===== src/rtl/disp_scan_pwm.sv =====
// Multiplexed 7-segment scan driver with internal prescaler, PWM brightness,
// leading-zero blanking and a frame-synchronous double-buffered digit load.
module disp_scan_pwm #(
    parameter int NUM_DIGITS     = 4,
    parameter int SCAN_DIV       = 64,
    parameter int DUTY_BITS      = 3,
    parameter int AN_ACTIVE_LOW  = 1,
    parameter int SEG_ACTIVE_LOW = 1
) (
    input  logic                    clk,
    input  logic                    rst_n,
    input  logic [4*NUM_DIGITS-1:0] digits_in,
    input  logic [NUM_DIGITS-1:0]   dp_in,
    input  logic                    load,
    input  logic                    blank_lz,
    input  logic [DUTY_BITS-1:0]    brightness,
    output logic [NUM_DIGITS-1:0]   an,
    output logic [6:0]              a_to_g,
    output logic                    dp,
    output logic                    frame_done
);

    localparam int CNT_W     = (SCAN_DIV > 1) ? $clog2(SCAN_DIV) : 1;
    localparam int IDX_W     = $clog2(NUM_DIGITS);
    localparam int SLOT_UNIT = SCAN_DIV >> DUTY_BITS;

    localparam logic [CNT_W-1:0]      CNT_LAST = CNT_W'(SCAN_DIV - 1);
    localparam logic [IDX_W-1:0]      IDX_LAST = IDX_W'(NUM_DIGITS - 1);
    localparam logic [NUM_DIGITS-1:0] AN_POL   = {NUM_DIGITS{AN_ACTIVE_LOW != 0}};
    localparam logic [6:0]            SEG_POL  = {7{SEG_ACTIVE_LOW != 0}};
    localparam logic                  DP_POL   = (SEG_ACTIVE_LOW != 0);

    logic [CNT_W-1:0]        cnt;
    logic [IDX_W-1:0]        idx;
    logic                    tick;
    logic                    wrap;
    logic [4*NUM_DIGITS-1:0] pend_dig;
    logic [NUM_DIGITS-1:0]   pend_dp;
    logic [4*NUM_DIGITS-1:0] disp_dig;
    logic [NUM_DIGITS-1:0]   disp_dp;
    logic [31:0]             on_limit;
    logic                    on_win;
    logic                    lz_run;
    logic [NUM_DIGITS-1:0]   blank_vec;
    logic [3:0]              cur_nib;
    logic                    cur_dp;
    logic                    cur_blank;
    logic [NUM_DIGITS-1:0]   an_next;
    logic [6:0]              seg_next;
    logic                    dp_next;

    // Active-high segment pattern, bit 6 = a ... bit 0 = g.
    function automatic logic [6:0] seg_decode(input logic [3:0] v);
        case (v)
            4'h0:    return 7'b1111110;
            4'h1:    return 7'b0110000;
            4'h2:    return 7'b1101101;
            4'h3:    return 7'b1111001;
            4'h4:    return 7'b0110011;
            4'h5:    return 7'b1011011;
            4'h6:    return 7'b1011111;
            4'h7:    return 7'b1110000;
            4'h8:    return 7'b1111111;
            4'h9:    return 7'b1111011;
            4'hA:    return 7'b1110111;
            4'hB:    return 7'b0011111;
            4'hC:    return 7'b1001110;
            4'hD:    return 7'b0111101;
            4'hE:    return 7'b1001111;
            default: return 7'b1000111;
        endcase
    endfunction

    assign tick = (cnt == CNT_LAST);
    assign wrap = tick && (idx == IDX_LAST);

    always_ff @(posedge clk or negedge rst_n) begin
        if (!rst_n) begin
            cnt <= '0;
            idx <= '0;
        end else if (tick) begin
            cnt <= '0;
            idx <= (idx == IDX_LAST) ? '0 : idx + IDX_W'(1);
        end else begin
            cnt <= cnt + CNT_W'(1);
        end
    end

    // Display takes the pending value from before this edge, so a load on
    // the wrap cycle only becomes visible one frame later.
    always_ff @(posedge clk or negedge rst_n) begin
        if (!rst_n) begin
            pend_dig   <= '0;
            pend_dp    <= '0;
            disp_dig   <= '0;
            disp_dp    <= '0;
            frame_done <= 1'b0;
        end else begin
            if (load) begin
                pend_dig <= digits_in;
                pend_dp  <= dp_in;
            end
            if (wrap) begin
                disp_dig <= pend_dig;
                disp_dp  <= pend_dp;
            end
            frame_done <= wrap;
        end
    end

    assign on_limit = (32'(brightness) + 32'd1) * 32'(SLOT_UNIT);
    assign on_win   = (32'(cnt) < on_limit);

    always_comb begin
        lz_run    = 1'b1;
        blank_vec = '0;
        for (int k = NUM_DIGITS - 1; k >= 0; k--) begin
            lz_run = lz_run & (disp_dig[4*k +: 4] == 4'h0);
            if (k != 0) blank_vec[k] = blank_lz & lz_run;
        end
    end

    always_comb begin
        cur_nib   = '0;
        cur_dp    = 1'b0;
        cur_blank = 1'b0;
        for (int k = 0; k < NUM_DIGITS; k++) begin
            if (idx == IDX_W'(k)) begin
                cur_nib   = disp_dig[4*k +: 4];
                cur_dp    = disp_dp[k];
                cur_blank = blank_vec[k];
            end
        end
    end

    // A blanked digit keeps its anode and dp; only a_to_g is suppressed.
    always_comb begin
        an_next  = on_win ? (NUM_DIGITS'(1) << idx) : '0;
        seg_next = (on_win && !cur_blank) ? seg_decode(cur_nib) : '0;
        dp_next  = on_win & cur_dp;
    end

    always_ff @(posedge clk or negedge rst_n) begin
        if (!rst_n) begin
            an     <= AN_POL;
            a_to_g <= SEG_POL;
            dp     <= DP_POL;
        end else begin
            an     <= an_next ^ AN_POL;
            a_to_g <= seg_next ^ SEG_POL;
            dp     <= dp_next ^ DP_POL;
        end
    end

endmodule


===== config.mk =====
export PLATFORM = sky130hd
export DESIGN_NAME = disp_scan_pwm
export DESIGN_NICKNAME = d
export VERILOG_FILES = /design/src/rtl/disp_scan_pwm.sv
export SDC_FILE = /design/constraint.sdc
export NUM_CORES = 1
export LEC_CHECK = 0
export CAP_MARGIN = 20
export CELL_PAD_IN_SITES_DETAIL_PLACEMENT = 2
export CELL_PAD_IN_SITES_GLOBAL_PLACEMENT = 2
export CORE_MARGIN = 4
export CORE_UTILIZATION = 40
export DETAILED_ROUTE_END_ITERATION = 6
export GPL_TIMING_DRIVEN = 0
export PLACE_DENSITY_LB_ADDON = 0.15
export SETUP_SLACK_MARGIN = 0.02
export SLEW_MARGIN = 20
export SYNTH_ARGS = -nofsm -noshare
export SYNTH_HDL_FRONTEND = slang
export SYNTH_SLANG_ARGS = --single-unit

===== constraint.sdc =====
create_clock -name clk -period 5.8 [get_ports clk]
set_clock_uncertainty 0.2 [all_clocks]
set_input_delay 1.16 -clock clk [delete_from_list [all_inputs] [get_ports clk]]
set_output_delay 1.16 -clock clk [all_outputs]
set_load 0.02 [all_outputs]

* Word-level counts from Yosys, hierarchy flattened *
Memory sizes are Yosys's and may differ from the RTL's.
Cells that the tools add are included.
W data, S select, Z words.

word-level totals
  register bits after elaboration = 61
  ROM bits = 112
  bits of input ports = 27
  output and inout bits = 13
  logic and storage cells = 51
  memories = 1

cells by class
  add/subtract/negate cells = 3
  $lt $le $gt $ge = 1
  eq/ne operators = 4
  shifts and indexed selects = 1
  multiplexer cells = 15
  bitwise logic cells = 9
  reductions and logical operators = 7

memory list
  name              words  bits a word  rd ports  clocked after memory_dff  wr ports  line  RTL
  (name not given)  16     7            1         0                         0         54    case (v)

operators by type and width
  kind                   number
  $mux W4                5
  $logic_not A4 Y1       3
  $lt A6 B7 Y1           1
  $mux W1                7
  $mux W7                1
  $not A7 Y7             1
  $add A6 B1 Y6 const B  1
  $and A1 B1 Y1          6
  $eq A6 B6 Y1 const B   1
  $mux W6                1
  $add A3 B1 Y4 const B  1
  $eq A2 B2 Y1 const B   2
  $not A4 Y4             1
  $shl A1 B2 Y4 const A  1
  $add A2 B1 Y2 const B  1
  $eq A2 B1 Y1 const B   1
  $logic_and A1 B1 Y1    2
  $logic_not A2 Y1       1
  $mux W2                1
  $logic_not A1 Y1       1
  $not A1 Y1             1

* Logic depth before layout (Yosys ltp) *
Gate-level depths: netlist of the first run.

  depth in word-level cells = 11
  mapped depth = 10
  gate-level depth less buffers = 10

* Worst setup path before layout of the first run *
No wires, ideal clock.

  path kind = input-to-reg
  start = input brightness[0]
  end = register a_to_g[2]
  setup time = 99 ps
  arrival = 2424 ps
  data required time = 5501 ps
  setup slack = 3077 ps
  cell stages on the path = 8
  path buffers = 1
  path through = ha_1 > xnor2_1 > ha_1 > a21oi_1 > a32o_1 > and2_1 > buf_6 > o221ai_1

on the way
  word-level cells in the longest chain between the ends = 5

RTL lines
  element               line  RTL
  start, declared       16    input logic [DUTY_BITS-1:0] brightness,
  $add A3 B1 Y4         111   assign on_limit = (32'(brightness) + 32'd1) * 32'(SLOT_UNIT);
  $lt A6 B7 Y1          112   assign on_win = (32'(cnt) < on_limit);
  $logic_and A1 B1 Y1   139   seg_next = (on_win && !cur_blank) ? seg_decode(cur_nib) : '0;
  $mux W7               139
  $not A7 Y7 (no line)  -
  end signal, assigned  150   a_to_g <= seg_next ^ SEG_POL;
  end, declared         18    output logic [6:0] a_to_g,

No other way between the ends.
A chain may end at the register's enable or synchronous reset.

* Final worst setup path of the first run *
  start = input brightness[0]
  end = register a_to_g[5]

The elaborated chain is that of the path after synthesis.

==> results of run 1 <==
-- cell type report --
type                       instances  share of cell area
inverter                           7             0.00736
clock buffer                      15              0.0466
sequential                        61               0.432
tap                               96              0.0336
clock inverter                     1             0.00140
buffer                             7              0.0144
multi-input combinational        139               0.351
timing repair buffer              39               0.114
-- Yosys cell counts, drive strengths merged, types with 5 or more instances --
cell,count,area share
dfrtp,49,0.43
ha,14,0.061
mux2,41,0.16
nand2,23,0.030
dfstp,12,0.11
a21oi,7,0.012
nand3b,5,0.019
buf,5,0.015
o21ai,6,0.010
inv,7,0.0091
-- metrics by stage --
step	instance area [um^2]	power, mW
floorplan	2870	0.505
global placement	3370	0.550
detailed placement	3400	0.556
CTS	3570	0.898
global route	3570	0.932
finish	3570	0.880
-- routing by layer --
metal | vias up | global-route usage | part of all wire
li1 | 872 | - | -
met1 | 953 | 0.194 | 0.43
met3 | 8 | 0.0471 | 0.046
met4 | 0 | 0.0696 | 0.015
met5 | - | 0 | 0
met2 | 37 | 0.272 | 0.50
-- cell families (layout without fill, tap and decap cells) --
group / after synthesis / in the layout / synth area share
flops: 61 / 61 / 0.537
simple gates: 45 / 45 / 0.0967
mux: 44 / 44 / 0.172
compound gates: 32 / 32 / 0.0941
fa+ha+maj: 14 / 14 / 0.0610
buf+inv: 14 / 69 / 0.0270
xor+xnor: 4 / 4 / 0.0122
-- how the worst max path moves through the flow --
stage                             end  slack [ns]  depth (start not counted)
after floorplan             a_to_g[2]        3.08                          8
after global placement    pend_dig[8]        1.42                          1
after detailed placement    a_to_g[5]        2.37                          9
after CTS                   a_to_g[5]        2.73                          9
after global routing        a_to_g[2]        2.61                          9
final                       a_to_g[5]        2.75                          9
-- state kept, by name (all words and copies together), names as in the netlist, 2 cells and up --
| name | count |
|---|---|
| idx | 2 |
| an | 4 |
| a_to_g | 7 |
| pend_dp | 4 |
| disp_dig | 16 |
| cnt | 6 |
| pend_dig | 16 |
| disp_dp | 4 |
-- power groups by stage --
stage               logic, mW  registers (mW)  clock network (mW)
detailed placement     0.0876           0.469                   0
global placement       0.0826           0.467                   0
finish                 0.0854           0.461               0.334
CTS                    0.0877           0.461               0.349
floorplan              0.0299           0.476                   0
global route           0.0941           0.463               0.375
-- worst max-delay path, stage by stage --
cell,delay [ns]
clkdlybuf4s50_1,0.46
ha_1,0.23
xnor2_1,0.13
ha_1,0.29
a21oi_1,0.15
a32o_1,0.26
and2_1,0.17
buf_6,0.12
o221ai_1,0.12
==> results.toml, run 1 <==
[final_layout]
drive_above_1_share = 0.312
multi_input_area_mm2 = 0.00125
final_common_cell = "dfrtp_1"
fin_cells = 365
nets = 305
fillers = 695
final_util = 0.520
area_growth_pct = 24.3
n_antenna_cell = 0
most-common-layout-cells = "dfrtp_1, mux2_2, clkdlybuf4s50_1"
register_area_mm2 = 0.00154

[floorplanning]
fp.dieW_um = 92.7
row_count = 30
die_area_mm2 = 0.00860
start_util = 0.418
core_mm2 = 0.00687
die_h_um = 92.7
num_io_pins = 40

[clock_tree]
clk_path_buf_depth = 2
cts_root_buffer = "clkbuf_8"
cts-hold-fix-buffers = 0
clk_latency_ns = 0.34
cts_resized = 0
numCtsBuffers = 9
cts_tree = "built"
clk_pin_slew_worst_paths_ns = 0.06
post_cts_buffers = 0
htree_levels = 3
cts_sinks = 61

[timing]
worst_slack_ns = 2.75
finalCritPeriodShare = 0.525
whs_ns = 0.309
tightestPinTransition_ns = 0.680
fin_crit_ns = 3.05
setup_violations = 0
maxSlewViolCount = 0
fin_tns_setup_ns = 0
rsz0062_at_grt = "false"
finalHoldViolations = 0
relSlewSlack = 0.545
max_freq_mhz = 328

[hold_path]
worst_hold_startpoint = "pend_dp[2]"
holdPathEnd = "pend_dp[2]"
whs_path_depth = 1
holdCritPathClass = "reg2reg"

[global_routing]
antenna_found_initial = 0
grt_pass1_wl_um = 10700
grt_usage = 0.162
grt_max_degree = 59
grt_overflow_total = 0
grt_pass1_vias = 2106

[synth]
avgSynthCellArea_um2 = 13.4
synthArstFlopShare = 1.00
synth.distinct_cells = 41
yosysSeqAreaShare = 0.537
ys.flop_type = "dfrtp_1"
synth_warnings = 0
syn_area_mm2 = 0.00287
synth_edf_count = 0
synthCells = 214
ys_ff_latch = 61
synth_fp_nets = 255

[worst_setup_path]
worstSetupStartpoint = "brightness[0]"
worst_ep_required_time_ns = 5.84
path_class = "in2reg"
reg2reg_slack_ns = 3.00
cp.arrival_ns = 3.09
r2r_start = "idx[0]"
r2r_cells = 9
critPathLaunchType = "input pin"
path_max_fanout = 7
cp-end-kind = "flop"
r2r-end = "a_to_g[0]"

[detailed_routing]
first_pass_iters = 4
drc = 0
drt_wl_total_um = 6130
detail-route-antenna-nets = 0
wl_per_cell_um = 16.8
via_count = 1870
via_per_inst = 5.12
drt-initial-drc-count = 46

[place]
gp_congestion = 0.736
dp.cells = 349
io_buffers = 38
dp_hpwl_um = 4510
dp_worst_setup_slack_ns = 2.37

[power]
pwr-share-seq = 0.523
switching_share = 0.229
p_per_area_mw_per_mm2 = 246
vdd_drop_max_v = 0.000146
p_comb_frac = 0.097
power_switching_mw = 0.201
p_int_mw = 0.679
power.share.clock = 0.379
leakage_nw = 1.53

[outcome]
status = "completed"

[job]
maxCapViolations = 0
No activity file was read; power rests on OpenSTA's default activity.
==> run 2, diff against run 1 <==
--- a/config.mk
+++ b/config.mk
@@ -9,7 +9,7 @@
 export CELL_PAD_IN_SITES_DETAIL_PLACEMENT = 2
 export CELL_PAD_IN_SITES_GLOBAL_PLACEMENT = 2
 export CORE_MARGIN = 4
-export CORE_UTILIZATION = 40
+export CORE_UTILIZATION = 34
 export DETAILED_ROUTE_END_ITERATION = 6
 export GPL_TIMING_DRIVEN = 0
 export PLACE_DENSITY_LB_ADDON = 0.15
==> constraint.sdc (replaced) <==
create_clock -name clk -period 2.6 [get_ports clk]
set_clock_uncertainty 0.2 [all_clocks]
set_input_delay 0.52 -clock clk [delete_from_list [all_inputs] [get_ports clk]]
set_output_delay 0.52 -clock clk [all_outputs]
set_load 0.02 [all_outputs]
==> run 2 against run 1 <==
Net effect: hold slack better by 0.00076 ns; register-to-register slack worse by 2.8 ns; non-clock buffer count up 4; flip-flop and latch count unchanged; global-route usage down 2.1 points; cell count up 3.6%; final area up 3.7%; clock power rose to 3.1 times the previous value; wire length up 3.8%; sequential power up 120%; largest cell class unchanged; count of clock-buffer cells in the layout down 5.
==> results.toml, run 2 (same netlist as run 1, synthesis figures left out) <==
[global_routing]
grt_pass1_wl_um = 10800
antenna_found_initial = 0
grt_pass1_vias = 2065
grt_usage = 0.141
grt_max_degree = 36
grt_overflow_total = 0

[final_layout]
fin_cells = 378
final_common_cell = "dfrtp_1"
multi_input_area_mm2 = 0.00127
nets = 309
fin_area_mm2 = 0.00370
area_growth_pct = 28.9
fillers = 828
most-common-layout-cells = "dfrtp_1, mux2_2, clkdlybuf4s50_1"
register_area_mm2 = 0.00154
drive_above_1_share = 0.344
n_antenna_cell = 0
top_regs = "disp_dig (16), pend_dig (16), a_to_g (7)"

[place]
dpl_cell_area_mm2 = 0.00340
dp_hpwl_um = 4620
io_buffers = 38
dp.cells = 358
gp_congestion = 0.812

[clock_tree]
cts_root_buffer = "clkbuf_8"
htree_levels = 3
cts_sinks = 61
clk_pin_slew_worst_paths_ns = 0.07
numCtsBuffers = 9
clk_path_buf_depth = 2
cts_tree = "built"
clk_latency_ns = 0.33

[floorplanning]
die_h_um = 99.9
start_util = 0.350
row_count = 33
fp.dieW_um = 99.9
num_io_pins = 40
core_mm2 = 0.00822
die_area_mm2 = 0.00998

[detailed_routing]
drt-initial-drc-count = 36
detail-route-antenna-nets = 0
wl_per_cell_um = 16.8
drc = 0
via_per_inst = 4.91
first_pass_iters = 4
drt_wl_total_um = 6370
via_count = 1856

[timing]
tightestPinTransition_ns = 0.600
setup_violations = 0
fin_crit_ns = 2.41
rsz0062_at_grt = "true"
relSlewSlack = 0.600
maxSlewViolCount = 0
finalCritPeriodShare = 0.928
max_freq_mhz = 415
finalHoldViolations = 0

[worst_setup_path]
critPathLaunchType = "flop"
path_class = "reg2reg"
cp-end-kind = "flop"
worst_ep_required_time_ns = 2.68
path_max_fanout = 10
cp.arrival_ns = 2.49

[power]
p_comb_frac = 0.084
power.share.clock = 0.462
switching_share = 0.217
pwr-share-seq = 0.454
leakage_nw = 1.57
finalPower_mw = 2.27
power_switching_mw = 0.492
p_int_mw = 1.78
p_per_area_mw_per_mm2 = 613
vdd_drop_max_v = 0.000227

[job]
maxCapViolations = 0

[outcome]
status = "completed"

[hold_path]
holdCritPathClass = "reg2reg"
-- run 2: changes by cell type in the layout (fill, tap and decap cells not counted) --
cell / delta
clkbuf_8: -1
dlygate4sd3_1: +1
buf_4: +3
buf_12: +1
ha_1: -2
bufinv_16: +3
buf_16: -1
clkbuf_1: -4
a31oi_4: +1
a31oi_1: -1
ha_2: +2
clkinvlp_4: +2
-- run 2: path summary, 6_finish.rpt --
path,from,endpoint,slack (ns),cells past startpoint
min in group asynchronous,rst_n,idx[0],0.44,2
max in group asynchronous,rst_n,disp_dig[14],1.26,3
max,idx[0],a_to_g[3],0.19,10
max reg2reg,idx[0],a_to_g[3],0.19,10
min reg2reg,pend_dig[7],pend_dig[7],0.31,1
min,pend_dig[7],pend_dig[7],0.31,1
-- run 2: cell type report --
class | instances | area share
Buffer | 7 | 0.0139
Clock buffer | 10 | 0.0372
Tap cell | 105 | 0.0355
Timing Repair Buffer | 43 | 0.116
Multi-Input combinational cell | 139 | 0.344
Clock inverter | 6 | 0.0297
Sequential cell | 61 | 0.416
Inverter | 7 | 0.00710
-- run 2: what timing repair did --
item / 4_1_cts / 5_1_grt
endpoints found under the hold margin: 14 / 0
setup endpoints to repair: 6 / 4
buffers inserted: 0 / 3
hold buffers: 1 / 0
pin swaps: 0 / 1
gates resized for setup: 2 / 2
-- run 2: metrics by stage --
stage	util	setup slack, ns	setup TNS, ns	hold slack (ns)
2_1_floorplan	-	0.278	0	0.0244
3_3_place_gp	0.412	-1.26	-68.52	0.290
3_5_place_dp	0.414	-0.246	-1.13	0.266
4_1_cts	0.447	0.0775	0	0.313
5_1_grt	0.451	0.0302	0	0.330
6_report	0.451	0.188	0	0.309
-- run 2: power groups by stage --
stage          clock (mW)  sequential (mW)  combinational (mW)
2_1_floorplan           0             1.06              0.0666
3_3_place_gp            0             1.04               0.186
3_5_place_dp            0             1.05               0.195
4_1_cts              1.09             1.03               0.198
5_1_grt              1.13             1.04               0.210
6_report             1.05             1.03               0.191
-- run 2: worst max-delay path, stage by stage, from the launching register on --
cell and delay (ns):
dfrtp_1 0.40, ha_1 0.26, buf_6 0.16, inv_1 0.12
o22ai_1 0.14, a31oi_4 0.24, inv_1 0.14, ha_1 0.33
a21oi_1 0.07, a22o_1 0.21, nand2_1 0.07
-- run 2: per-layer routing --
metal / global-route usage / routed length (um) / up-vias
met5: 0 / 0 / -
met4: 0.0662 / 72 / 0
met2: 0.229 / 3160 / 32
met1: 0.180 / 2900 / 943
met3: 0.0306 / 237 / 6
li1: - / - / 875
==> run 3, diff against run 2 <==
--- a/config.mk
+++ b/config.mk
@@ -5,6 +5,7 @@
 export SDC_FILE = /design/constraint.sdc
 export NUM_CORES = 1
 export LEC_CHECK = 0
+export ABC_CLOCK_PERIOD_IN_PS = 2600
 export CAP_MARGIN = 20
 export CELL_PAD_IN_SITES_DETAIL_PLACEMENT = 2
 export CELL_PAD_IN_SITES_GLOBAL_PLACEMENT = 2
==> results of run 3 <==
The final DEF is identical to that of run 2; final timing and power are the same.
